==> src/rtl/uart_fifo_if.sv <==
// -----------------------------------------------------------------------------
// uart_fifo_if
// Peripheral-bus bundle for the UART block. Writes and reads complete in one
// cycle; rd_data_o is combinational from rd_addr_i.
//   wr_en_i   : write strobe
//   wr_addr_i : write address (only [7:0] decoded by the slave)
//   wr_data_i : write data
//   rd_en_i   : read strobe (pops RXDATA when addressed)
//   rd_addr_i : read address (only [7:0] decoded by the slave)
//   rd_data_o : read data
// Modports: master (bus initiator), slave (the UART).
// -----------------------------------------------------------------------------
interface uart_fifo_if #(
    parameter int ADDR_W = 32
);
    logic              wr_en_i;
    logic [ADDR_W-1:0] wr_addr_i;
    logic [31:0]       wr_data_i;
    logic              rd_en_i;
    logic [ADDR_W-1:0] rd_addr_i;
    logic [31:0]       rd_data_o;

    modport master (
        output wr_en_i, wr_addr_i, wr_data_i, rd_en_i, rd_addr_i,
        input  rd_data_o
    );

    modport slave (
        input  wr_en_i, wr_addr_i, wr_data_i, rd_en_i, rd_addr_i,
        output rd_data_o
    );
endinterface

==> src/rtl/uart_fifo.sv <==
// -----------------------------------------------------------------------------
// uart_fifo
// Memory-mapped UART with TX/RX FIFOs, run-time data width, parity and stop
// bit count, sticky error flags and a registered level interrupt.
//   clk_i    : clock
//   rst_n_i  : asynchronous active-low reset
//   uart_rx  : serial input (asynchronous, synchronised internally)
//   uart_tx  : serial output, idle high (registered)
//   bus      : peripheral bus slave port (see uart_fifo_if)
//   irq_o    : level interrupt
// Register map: 0x00 CTRL, 0x04 STATUS, 0x08 BAUD, 0x0C TXDATA, 0x10 RXDATA.
// -----------------------------------------------------------------------------
module uart_fifo #(
    parameter int DATA_W   = 8,
    parameter int TX_DEPTH = 16,
    parameter int RX_DEPTH = 16,
    parameter int BAUD_RST = 434,
    parameter int ADDR_W   = 32
) (
    input  logic           clk_i,
    input  logic           rst_n_i,
    input  logic           uart_rx,
    output logic           uart_tx,
    uart_fifo_if.slave     bus,
    output logic           irq_o
);

    localparam int TX_AW = $clog2(TX_DEPTH);
    localparam int RX_AW = $clog2(RX_DEPTH);
    localparam logic [TX_AW:0] TX_ONE    = 1;
    localparam logic [RX_AW:0] RX_ONE    = 1;
    localparam logic [3:0]     DBITS_MAX = 4'(DATA_W);

    localparam logic [7:0] A_CTRL   = 8'h00;
    localparam logic [7:0] A_STATUS = 8'h04;
    localparam logic [7:0] A_BAUD   = 8'h08;
    localparam logic [7:0] A_TXDATA = 8'h0C;
    localparam logic [7:0] A_RXDATA = 8'h10;

    typedef enum logic [2:0] {S_IDLE, S_START, S_DATA, S_PARITY, S_STOP} state_e;

    // Frame settings captured at frame start so register writes only affect
    // the next frame.
    typedef struct packed {
        logic [15:0] baud;
        logic [3:0]  dbits;
        logic        par_en;
        logic        par_odd;
        logic        two_stop;
    } cfg_t;

    // Parity bit that makes the frame even (odd=0) or odd (odd=1); bits at or
    // above n are not part of the frame.
    function automatic logic calc_par(input logic [DATA_W-1:0] w,
                                      input logic [3:0] n, input logic odd);
        logic p;
        p = odd;
        for (int i = 0; i < DATA_W; i++) begin
            if (i < int'(n)) p = p ^ w[i];
        end
        return p;
    endfunction

    // ---------------- registers ----------------
    logic [10:0] ctrl_q, ctrl_d;
    logic [15:0] baud_q, baud_d;
    logic        overrun_q, overrun_d, parity_err_q, parity_err_d;
    logic        frame_err_q, frame_err_d, irq_q, irq_d;

    logic [TX_AW:0] tx_wptr_q, tx_wptr_d, tx_rptr_q, tx_rptr_d;
    logic [RX_AW:0] rx_wptr_q, rx_wptr_d, rx_rptr_q, rx_rptr_d;
    logic [DATA_W-1:0] tx_mem [TX_DEPTH];
    logic [DATA_W-1:0] rx_mem [RX_DEPTH];

    state_e            tx_state_q, tx_state_d;
    logic [15:0]       tx_cnt_q, tx_cnt_d;
    logic [3:0]        tx_bit_q, tx_bit_d;
    logic [DATA_W-1:0] tx_shift_q, tx_shift_d;
    logic              tx_par_q, tx_par_d, tx_stop2_q, tx_stop2_d;
    logic              tx_line_q, tx_line_d;
    cfg_t              tx_cfg_q, tx_cfg_d;

    state_e            rx_state_q, rx_state_d;
    logic [15:0]       rx_cnt_q, rx_cnt_d;
    logic [3:0]        rx_bit_q, rx_bit_d;
    logic [DATA_W-1:0] rx_shift_q, rx_shift_d;
    logic [2:0]        rx_sync_q, rx_sync_d;
    cfg_t              rx_cfg_q, rx_cfg_d;

    // ---------------- decode / config ----------------
    logic wr_ctrl, wr_status, wr_baud, wr_tx;
    cfg_t cur_cfg;

    assign wr_ctrl   = bus.wr_en_i && (bus.wr_addr_i[7:0] == A_CTRL);
    assign wr_status = bus.wr_en_i && (bus.wr_addr_i[7:0] == A_STATUS);
    assign wr_baud   = bus.wr_en_i && (bus.wr_addr_i[7:0] == A_BAUD);
    assign wr_tx     = bus.wr_en_i && (bus.wr_addr_i[7:0] == A_TXDATA);

    always_comb begin
        cur_cfg.baud     = (baud_q < 16'd4) ? 16'd4 : baud_q;
        cur_cfg.dbits    = (ctrl_q[8:5] >= 4'd5 && ctrl_q[8:5] <= DBITS_MAX) ? ctrl_q[8:5] : DBITS_MAX;
        cur_cfg.par_en   = ctrl_q[3] ^ ctrl_q[2];   // 01 even, 10 odd
        cur_cfg.par_odd  = ctrl_q[3];
        cur_cfg.two_stop = ctrl_q[4];
    end

    // ---------------- FIFO status ----------------
    logic tx_empty, tx_full, rx_empty, rx_full;
    logic [DATA_W-1:0] tx_head, rx_head;

    assign tx_empty = (tx_wptr_q == tx_rptr_q);
    assign tx_full  = (tx_wptr_q[TX_AW] != tx_rptr_q[TX_AW]) &&
                      (tx_wptr_q[TX_AW-1:0] == tx_rptr_q[TX_AW-1:0]);
    assign rx_empty = (rx_wptr_q == rx_rptr_q);
    assign rx_full  = (rx_wptr_q[RX_AW] != rx_rptr_q[RX_AW]) &&
                      (rx_wptr_q[RX_AW-1:0] == rx_rptr_q[RX_AW-1:0]);
    assign tx_head  = tx_mem[tx_rptr_q[TX_AW-1:0]];
    assign rx_head  = rx_mem[rx_rptr_q[RX_AW-1:0]];

    logic tx_push, tx_pop, rx_pop, rx_push_req, rx_push, rx_ovr_set;
    logic rx_set_par, rx_set_frm;

    assign tx_push    = wr_tx && !tx_full;
    assign rx_pop     = bus.rd_en_i && (bus.rd_addr_i[7:0] == A_RXDATA) && !rx_empty;
    // A pop in the same cycle frees the slot, so a full FIFO can still accept.
    assign rx_push    = rx_push_req && (!rx_full || rx_pop);
    assign rx_ovr_set = rx_push_req && rx_full && !rx_pop;

    // ---------------- TX FSM ----------------
    logic tx_bit_end, tx_load;
    assign tx_bit_end = (tx_cnt_q == tx_cfg_q.baud - 16'd1);

    // NOTE: every combinational output gets a default first so no path leaves
    // it unassigned; that is what keeps a latch from being inferred.
    always_comb begin
        tx_state_d = tx_state_q;
        tx_cnt_d   = tx_bit_end ? 16'd0 : tx_cnt_q + 16'd1;
        tx_bit_d   = tx_bit_q;
        tx_shift_d = tx_shift_q;
        tx_par_d   = tx_par_q;
        tx_stop2_d = tx_stop2_q;
        tx_cfg_d   = tx_cfg_q;
        tx_load    = 1'b0;
        tx_pop     = 1'b0;
        case (tx_state_q)
            S_IDLE: begin
                tx_cnt_d = 16'd0;
                if (ctrl_q[0] && !tx_empty) tx_load = 1'b1;
            end
            S_START: if (tx_bit_end) begin
                tx_state_d = S_DATA;
                tx_bit_d   = 4'd0;
            end
            S_DATA: if (tx_bit_end) begin
                tx_shift_d = tx_shift_q >> 1;
                tx_bit_d   = tx_bit_q + 4'd1;
                tx_stop2_d = 1'b0;
                if (tx_bit_q == tx_cfg_q.dbits - 4'd1)
                    tx_state_d = tx_cfg_q.par_en ? S_PARITY : S_STOP;
            end
            S_PARITY: if (tx_bit_end) begin
                tx_state_d = S_STOP;
                tx_stop2_d = 1'b0;
            end
            S_STOP: if (tx_bit_end) begin
                if (tx_cfg_q.two_stop && !tx_stop2_q) tx_stop2_d = 1'b1;
                else if (ctrl_q[0] && !tx_empty)      tx_load    = 1'b1;  // back-to-back
                else                                  tx_state_d = S_IDLE;
            end
            default: tx_state_d = S_IDLE;
        endcase
        if (tx_load) begin
            tx_pop     = 1'b1;
            tx_state_d = S_START;
            tx_cnt_d   = 16'd0;
            tx_cfg_d   = cur_cfg;
            tx_shift_d = tx_head;
            tx_par_d   = calc_par(tx_head, cur_cfg.dbits, cur_cfg.par_odd);
            tx_stop2_d = 1'b0;
        end
    end

    // Line is registered from the state, giving a glitch-free output one
    // cycle behind the FSM.
    always_comb begin
        case (tx_state_q)
            S_START:  tx_line_d = 1'b0;
            S_DATA:   tx_line_d = tx_shift_q[0];
            S_PARITY: tx_line_d = tx_par_q;
            default:  tx_line_d = 1'b1;
        endcase
    end

    // ---------------- RX FSM ----------------
    logic rx_s, rx_fall, rx_bit_end;
    logic [DATA_W-1:0] rx_word;

    assign rx_s       = rx_sync_q[1];
    assign rx_fall    = rx_sync_q[2] && !rx_sync_q[1];
    assign rx_bit_end = (rx_cnt_q == rx_cfg_q.baud - 16'd1);
    // Bits arrive at the MSB end; right-align for narrower frames.
    assign rx_word    = rx_shift_q >> (DBITS_MAX - rx_cfg_q.dbits);
    assign rx_sync_d  = {rx_sync_q[1:0], uart_rx};

    always_comb begin
        rx_state_d  = rx_state_q;
        rx_cnt_d    = rx_bit_end ? 16'd0 : rx_cnt_q + 16'd1;
        rx_bit_d    = rx_bit_q;
        rx_shift_d  = rx_shift_q;
        rx_cfg_d    = rx_cfg_q;
        rx_push_req = 1'b0;
        rx_set_par  = 1'b0;
        rx_set_frm  = 1'b0;
        case (rx_state_q)
            S_IDLE: begin
                rx_cnt_d = 16'd0;
                if (rx_fall) begin
                    rx_state_d = S_START;
                    rx_cfg_d   = cur_cfg;
                    rx_shift_d = '0;
                end
            end
            S_START: if (rx_cnt_q == (rx_cfg_q.baud >> 1)) begin
                rx_cnt_d   = 16'd0;
                rx_bit_d   = 4'd0;
                rx_state_d = rx_s ? S_IDLE : S_DATA;   // high here = false start
            end
            S_DATA: if (rx_bit_end) begin
                rx_shift_d = {rx_s, rx_shift_q[DATA_W-1:1]};
                rx_bit_d   = rx_bit_q + 4'd1;
                if (rx_bit_q == rx_cfg_q.dbits - 4'd1)
                    rx_state_d = rx_cfg_q.par_en ? S_PARITY : S_STOP;
            end
            S_PARITY: if (rx_bit_end) begin
                rx_set_par = (rx_s != calc_par(rx_word, rx_cfg_q.dbits, rx_cfg_q.par_odd));
                rx_state_d = S_STOP;
            end
            S_STOP: if (rx_bit_end) begin
                rx_push_req = 1'b1;
                rx_set_frm  = !rx_s;
                rx_state_d  = S_IDLE;
            end
            default: rx_state_d = S_IDLE;
        endcase
        if (!ctrl_q[1]) begin
            rx_state_d  = S_IDLE;
            rx_push_req = 1'b0;
            rx_set_par  = 1'b0;
            rx_set_frm  = 1'b0;
        end
    end

    // ---------------- registers / status ----------------
    logic [2:0] w1c;
    assign w1c = wr_status ? bus.wr_data_i[6:4] : 3'b000;

    always_comb begin
        ctrl_d       = wr_ctrl ? bus.wr_data_i[10:0] : ctrl_q;
        baud_d       = wr_baud ? bus.wr_data_i[15:0] : baud_q;
        // Hardware set has priority over a same-cycle W1C.
        overrun_d    = (overrun_q    & ~w1c[0]) | rx_ovr_set;
        parity_err_d = (parity_err_q & ~w1c[1]) | rx_set_par;
        frame_err_d  = (frame_err_q  & ~w1c[2]) | rx_set_frm;
        tx_wptr_d    = tx_push ? tx_wptr_q + TX_ONE : tx_wptr_q;
        tx_rptr_d    = tx_pop  ? tx_rptr_q + TX_ONE : tx_rptr_q;
        rx_wptr_d    = rx_push ? rx_wptr_q + RX_ONE : rx_wptr_q;
        rx_rptr_d    = rx_pop  ? rx_rptr_q + RX_ONE : rx_rptr_q;
        irq_d        = (ctrl_q[9] & !rx_empty) | (ctrl_q[10] & tx_empty) |
                       overrun_q | parity_err_q | frame_err_q;
    end

    // NOTE: state uses non-blocking assignments so every flop samples the
    // pre-edge values regardless of statement order.
    always_ff @(posedge clk_i or negedge rst_n_i) begin
        if (!rst_n_i) begin
            ctrl_q       <= '0;
            baud_q       <= 16'(BAUD_RST);
            overrun_q    <= 1'b0;
            parity_err_q <= 1'b0;
            frame_err_q  <= 1'b0;
            irq_q        <= 1'b0;
            tx_wptr_q    <= '0;
            tx_rptr_q    <= '0;
            rx_wptr_q    <= '0;
            rx_rptr_q    <= '0;
            tx_state_q   <= S_IDLE;
            tx_cnt_q     <= '0;
            tx_bit_q     <= '0;
            tx_shift_q   <= '0;
            tx_par_q     <= 1'b0;
            tx_stop2_q   <= 1'b0;
            tx_line_q    <= 1'b1;
            tx_cfg_q     <= '0;
            rx_state_q   <= S_IDLE;
            rx_cnt_q     <= '0;
            rx_bit_q     <= '0;
            rx_shift_q   <= '0;
            rx_sync_q    <= 3'b111;
            rx_cfg_q     <= '0;
        end else begin
            ctrl_q       <= ctrl_d;
            baud_q       <= baud_d;
            overrun_q    <= overrun_d;
            parity_err_q <= parity_err_d;
            frame_err_q  <= frame_err_d;
            irq_q        <= irq_d;
            tx_wptr_q    <= tx_wptr_d;
            tx_rptr_q    <= tx_rptr_d;
            rx_wptr_q    <= rx_wptr_d;
            rx_rptr_q    <= rx_rptr_d;
            tx_state_q   <= tx_state_d;
            tx_cnt_q     <= tx_cnt_d;
            tx_bit_q     <= tx_bit_d;
            tx_shift_q   <= tx_shift_d;
            tx_par_q     <= tx_par_d;
            tx_stop2_q   <= tx_stop2_d;
            tx_line_q    <= tx_line_d;
            tx_cfg_q     <= tx_cfg_d;
            rx_state_q   <= rx_state_d;
            rx_cnt_q     <= rx_cnt_d;
            rx_bit_q     <= rx_bit_d;
            rx_shift_q   <= rx_shift_d;
            rx_sync_q    <= rx_sync_d;
            rx_cfg_q     <= rx_cfg_d;
        end
    end

    // NOTE: FIFO storage has no reset; emptiness is defined by the pointers,
    // so stale contents are never observable.
    always_ff @(posedge clk_i) begin
        if (tx_push) tx_mem[tx_wptr_q[TX_AW-1:0]] <= bus.wr_data_i[DATA_W-1:0];
        if (rx_push) rx_mem[rx_wptr_q[RX_AW-1:0]] <= rx_word;
    end

    // ---------------- outputs ----------------
    logic [7:0] status;
    assign status = {tx_state_q != S_IDLE, frame_err_q, parity_err_q, overrun_q,
                     rx_full, rx_empty, tx_empty, tx_full};

    always_comb begin
        case (bus.rd_addr_i[7:0])
            A_CTRL:   bus.rd_data_o = {21'd0, ctrl_q};
            A_STATUS: bus.rd_data_o = {24'd0, status};
            A_BAUD:   bus.rd_data_o = {16'd0, baud_q};
            A_RXDATA: bus.rd_data_o = rx_empty ? 32'd0 : {{(32-DATA_W){1'b0}}, rx_head};
            default:  bus.rd_data_o = 32'd0;
        endcase
    end

    assign uart_tx = tx_line_q;
    assign irq_o   = irq_q;

    // Address bits above [7:0], upper write data and unused latched fields.
    logic unused_bits;
    assign unused_bits = ^{bus.wr_addr_i[ADDR_W-1:8], bus.rd_addr_i[ADDR_W-1:8],
                           bus.wr_data_i[31:16], tx_cfg_q.par_odd, rx_cfg_q.two_stop};

endmodule

==> src/flat_wrapper.sv <==
// flat-port wrapper written by rule: the top's interface ports become plain ports
module uart_fifo_flat 
#(
    parameter int DATA_W   = 8,
    parameter int TX_DEPTH = 16,
    parameter int RX_DEPTH = 16,
    parameter int BAUD_RST = 434,
    parameter int ADDR_W   = 32
)
  (clk_i, rst_n_i, uart_rx, uart_tx, irq_o, bus_wr_en_i, bus_wr_addr_i, bus_wr_data_i, bus_rd_en_i, bus_rd_addr_i, bus_rd_data_o);
  uart_fifo_if #(.ADDR_W(ADDR_W)) bus_i ();
  input  logic clk_i;
  input  logic rst_n_i;
  input  logic uart_rx;
  output logic uart_tx;
  output logic irq_o;
  input wire logic [$bits(bus_i.wr_en_i)-1:0] bus_wr_en_i;
  input wire logic [$bits(bus_i.wr_addr_i)-1:0] bus_wr_addr_i;
  input wire logic [$bits(bus_i.wr_data_i)-1:0] bus_wr_data_i;
  input wire logic [$bits(bus_i.rd_en_i)-1:0] bus_rd_en_i;
  input wire logic [$bits(bus_i.rd_addr_i)-1:0] bus_rd_addr_i;
  output wire logic [$bits(bus_i.rd_data_o)-1:0] bus_rd_data_o;
  assign bus_i.wr_en_i = bus_wr_en_i;
  assign bus_i.wr_addr_i = bus_wr_addr_i;
  assign bus_i.wr_data_i = bus_wr_data_i;
  assign bus_i.rd_en_i = bus_rd_en_i;
  assign bus_i.rd_addr_i = bus_rd_addr_i;
  assign bus_rd_data_o = bus_i.rd_data_o;
  uart_fifo #(.DATA_W(DATA_W), .TX_DEPTH(TX_DEPTH), .RX_DEPTH(RX_DEPTH), .BAUD_RST(BAUD_RST), .ADDR_W(ADDR_W)) u_core (.clk_i(clk_i), .rst_n_i(rst_n_i), .uart_rx(uart_rx), .uart_tx(uart_tx), .bus(bus_i), .irq_o(irq_o));
endmodule
==> config.mk <==
export PLATFORM = sky130hd
export DESIGN_NAME = uart_fifo_flat
export DESIGN_NICKNAME = d
export VERILOG_FILES = /design/src/rtl/uart_fifo_if.sv /design/src/rtl/uart_fifo.sv /design/src/flat_wrapper.sv
export SDC_FILE = /design/constraint.sdc
export NUM_CORES = 1
export LEC_CHECK = 0
export CELL_PAD_IN_SITES_DETAIL_PLACEMENT = 0
export CELL_PAD_IN_SITES_GLOBAL_PLACEMENT = 2
export CORE_MARGIN = 4
export CORE_UTILIZATION = 40
export CTS_CLUSTER_DIAMETER = 80
export DETAILED_ROUTE_END_ITERATION = 8
export GPL_ROUTABILITY_DRIVEN = 1
export PLACE_DENSITY_LB_ADDON = 0.1
export SLEW_MARGIN = 5
export SYNTH_ARGS = -nofsm -noshare
export SYNTH_HDL_FRONTEND = slang
export SYNTH_SLANG_ARGS = --single-unit
export TNS_END_PERCENT = 50
==> constraint.sdc <==
create_clock -name clk_i -period 7.04 [get_ports clk_i]
set_clock_uncertainty 0.2 [all_clocks]
set_input_delay 1.056 -clock clk_i [delete_from_list [all_inputs] [get_ports clk_i]]
set_output_delay 1.056 -clock clk_i [all_outputs]
set_load 0.02 [all_outputs]
==> tab_implementation.tex <==
\begin{tabular}{lr}
\hline
Metric & Value \\
\hline
\multicolumn{2}{l}{\textbf{Synthesis}} \\
Number of enable-type register cells in the synthesized netlist & 256 \\
Largest cells by area after synthesis & sky130\_fd\_sc\_hd\_\_edfxtp\_1 39\%, sky130\_fd\_sc\_hd\_\_dfrtp\_1 19\%, sky130\_fd\_sc\_hd\_\_mux4\_2 8.6\%, sky130\_fd\_sc\_hd\_\_xor2\_1 3.2\%, sky130\_fd\_sc\_hd\_\_xnor2\_1 2.8\% \\
Sequential fraction of the synthesis area & 0.595 \\
Average cell area after synthesis & 13.6 µm² \\
Distinct cell type count of the synthesized netlist & 78 \\
YS warnings & 0 \\
Number of instances in the synthesized netlist & 1459 \\
Cell type with the largest total area after synthesis & sky130\_fd\_sc\_hd\_\_edfxtp\_1 \\
Cell area after technology mapping & 19800 µm² \\
Fraction of synthesis flops using an asynchronous set or reset pin & 0.389 \\
Flip-flop and latch count after synthesis & 419 \\
Post-synth top area share & 0.388 \\
Ys flop type & sky130\_fd\_sc\_hd\_\_edfxtp\_1 \\
\multicolumn{2}{l}{\textbf{Timing}} \\
Number of endpoints with negative hold slack in the final report & 0 \\
Achievable Freq & 192 MHz \\
Unrepaired setup endpoints after global routing & no \\
Transition time at the pin with the least slew margin & 1.06 ns \\
Minimum period implied by the final worst setup slack & 5.22 ns \\
Count of endpoints failing setup in the final report & 0 \\
Pins Over Slew Limit & 0 \\
Tightest slew margin relative to the limit & 0.293 \\
Setup total negative slack & 0 ns \\
Worst Hold Slack & 0.147 ns \\
Portion of the clock cycle consumed by the worst path in the final layout & 0.741 \\
\multicolumn{2}{l}{\textbf{Place}} \\
Placed Cells incl. Taps & 2119 \\
HPWL after DPL & 31.5 mm \\
Global placement routability congestion & 0.775 \\
Count of input and output buffers & 54 \\
Post-detailed-placement cell area & 21000 µm² \\
\multicolumn{2}{l}{\textbf{Power and ir drop}} \\
Portion of total power attributed to the clock network & 0.396 \\
Share of power burned in registers & 0.441 \\
Leak Pwr & 0.00868 µW \\
Reported net switching power & 1620 µW \\
Sw Ratio & 0.260 \\
Worst vdd ir & 0.200 mV \\
Power density over the cells & 277 nW/µm² \\
Internal power & 4620 µW \\
Relative contribution of combinational cells to total power & 0.164 \\
\multicolumn{2}{l}{\textbf{Final layout}} \\
\# diodes & 0 \\
Filler-free cell count of the finished design & 2209 \\
Share of layout cells above drive strength 1 & 0.162 \\
Synthesis-to-finish area growth & 13.9\% \\
Post-layout net count & 1627 \\
Post-layout instance area & 22600 µm² \\
\multicolumn{2}{l}{\textbf{CTS}} \\
Post-cts resize count & 0 \\
Clock Root Buffer & sky130\_fd\_sc\_hd\_\_clkbuf\_16 \\
CTS tree & done \\
Total number of clock tree sinks & 419 \\
Clock buffer depth & 3 \\
Total number of H-tree levels & 2 \\
Clock-pin transition on the worst setup and hold timing paths & 0.06 ns \\
TritonCTS buffer count & 48 \\
Count of buffers added by post-CTS timing repair for setup & 0 \\
Hold-fix buffers at CTS & 0 \\
Worst-Skew Late Latency & 0.59 ns \\
\multicolumn{2}{l}{\textbf{Worst setup path}} \\
Worst endpoint data arrival time & 3.96 ns \\
Kind of capture point of the worst setup path & output pin \\
Nature of the critical path startpoint & primary input \\
Worst r2r src & u\_core.rx\_cfg\_q[9] \\
Beginning of the critical path & bus\_rd\_addr\_i[0] \\
Critical Setup Path Class & in2out \\
Worst-path maximum fanout & 10 \\
Required time of the critical path & 5.78 ns \\
\multicolumn{2}{l}{\textbf{Die}} \\
Top-level I/O count & 135 \\
Die extent in x & 231 µm \\
Effective utilization at floorplan & 0.405 \\
Die Area & 53100 µm² \\
Std-Cell Core Area & 49000 µm² \\
Vertical die dimension & 231 µm \\
Floorplan row count & 81 \\
\multicolumn{2}{l}{\textbf{Global routing}} \\
Maximum number of pins on one net before global-route repair & 62 \\
Remaining global-route overflow & 0 \\
Via count of the first global-routing pass & 11981 \\
Number of antenna violations at the first check in global routing & 0 \\
Global-route wire length before repair & 72.3 mm \\
Tot GR Track Use & 0.175 \\
\multicolumn{2}{l}{\textbf{Routing}} \\
Final wirelength & 46.0 mm \\
WL per Instance & 20.8 µm \\
Via count & 11474 \\
Remaining antenna violation count after routing & 0 \\
Number of remaining DRC errors & 0 \\
Via-per-instance ratio & 5.19 \\
Detailed Routing Iterations Pass 1 & 5 \\
Violation count after the first detailed-routing iteration & 762 \\
\multicolumn{2}{l}{\textbf{Flow run}} \\
Reported max-cap violation count & 0 \\
\multicolumn{2}{l}{\textbf{Status}} \\
Result of the run & completed \\
\multicolumn{2}{l}{\textbf{Min path}} \\
Hold wc startpoint & u\_core.rx\_sync\_q[0] \\
Path class of the lowest-slack min-delay path & reg2reg \\
\hline
\end{tabular}
[routing by layer]
layer | track usage | up-vias | routed length (µm)
met2 | 0.289 | 142 | 22100
met4 | 0.0401 | 0 | 695
met5 | 0 | - | 0
met1 | 0.246 | 5823 | 21600
li1 | - | 5461 | -
met3 | 0.0275 | 48 | 1600
[final timing paths]
check / slack [ns] / end / depth (start not counted)
hold / removal: 0.15 / u_core.rx_sync_q[1] / 0
min in group asynchronous: 0.24 / u_core.tx_cfg_q[18] / 1
max in group asynchronous: 5.17 / u_core.rx_cnt_q[11] / 2
setup reg to reg: 2.39 / u_core.rx_mem[8][0] / 8
hold reg to reg: 0.15 / u_core.rx_sync_q[1] / 0
setup / recovery: 1.82 / bus_rd_data_o[2] / 6
[Yosys cell counts (all sizes together), types with 5 or more instances]
library cell and n:
or2 5, mux4 76, a31oi 5, a21o 5, nor4 23, a21oi 26, or3 7, clkbuf 57
mux2i 34, o41ai 5, nand4 16, or4 7, nand2b 18, nand2 128, mux2 60, inv 40
o21ai 32, o211ai 5, nor3b 12, a21boi 6, edfxtp 256, xor2 72, a22o 6, and3 21
nor2 98, and2 18, ha 21, nand3 37, dfrtp 154, dfstp 9, buf 35, a221oi 6
xnor2 63, nor3 26, o22ai 10, nor2b 9
[power groups by stage]
stage	clock [µW]	sequential (µW)	combinational [µW]
2_1_floorplan	0	2750	808
5_1_grt	2650	2760	1130
3_5_place_dp	0	2800	1030
3_3_place_gp	0	2800	1030
4_1_cts	2550	2750	1040
6_report	2470	2750	1020
[flip-flops by register name, indices dropped and copies added, names as in the netlist, 4 cells and up]
register / flops
u_core.rx_mem: 128
u_core.tx_mem: 128
u_core.rx_cfg_q: 22
u_core.tx_cfg_q: 22
u_core.baud_q: 16
u_core.rx_cnt_q: 16
u_core.tx_cnt_q: 16
u_core.ctrl_q: 11
u_core.rx_shift_q: 8
u_core.tx_shift_q: 8
u_core.rx_rptr_q: 5
u_core.rx_wptr_q: 5
u_core.tx_rptr_q: 5
u_core.tx_wptr_q: 5
u_core.rx_bit_q: 4
u_core.tx_bit_q: 4
[final cells by class]
type                            count  area, µm²
Clock inverter                     19        254
Inverter                           40        150
Clock buffer                       71       1330
Timing Repair Buffer               73        684
Fill cell                        4412      26400
Tap cell                          664        831
Sequential cell                   419      11800
Multi-Input combinational cell    923       7540
[through the flow]
| stage | utilization | worst slack [ns] | total power, µW |
|---|---|---|---|
| after detailed placement | 0.429 | 1.57 | 3830 |
| after floorplan | - | 3.00 | 3560 |
| after CTS | 0.461 | 1.77 | 6340 |
| after global placement | 0.429 | 1.57 | 3830 |
| after global routing | 0.461 | 1.65 | 6540 |
| final | 0.461 | 1.82 | 6240 |
[worst max-delay path, stage by stage]
cell and delay, ns:
sky130_fd_sc_hd__clkdlybuf4s50_1 0.39, sky130_fd_sc_hd__or4_1 0.55, sky130_fd_sc_hd__nor2_1 0.19, sky130_fd_sc_hd__nand4_1 0.53, sky130_fd_sc_hd__o22ai_1 0.55, sky130_fd_sc_hd__clkdlybuf4s50_1 0.69
[cell families after synthesis]
kind of cell,count (synthesis),share of synthesized area
and+or+nand+nor,439,0.111
other,1,0.000189
AOI/OAI and AO/OA,141,0.0491
buffers and inverters,132,0.0294
DFF,419,0.595
muxes,170,0.141
adders and majority gates,21,0.0133
xor gates and xnor gates,136,0.0608
[placed cells by master (no fill, tap or decap), drive strengths merged, types with 23 or more instances in the layout]
| cell type | Yosys | layout |
|---|---|---|
| mux2 | 60 | 60 |
| nand2 | 128 | 128 |
| nor4 | 23 | 23 |
| o21ai | 32 | 32 |
| mux2i | 34 | 34 |
| xnor2 | 63 | 63 |
| nor2 | 98 | 98 |
| edfxtp | 256 | 256 |
| nand3 | 37 | 37 |
| inv | 40 | 41 |
| mux4 | 76 | 76 |
| clkbuf | 57 | 71 |
| a21oi | 26 | 26 |
| clkdlybuf4s50 | 0 | 53 |
| dfrtp | 154 | 154 |
| nor3 | 26 | 26 |
| xor2 | 72 | 72 |
(Power assumes the default switching activity.)
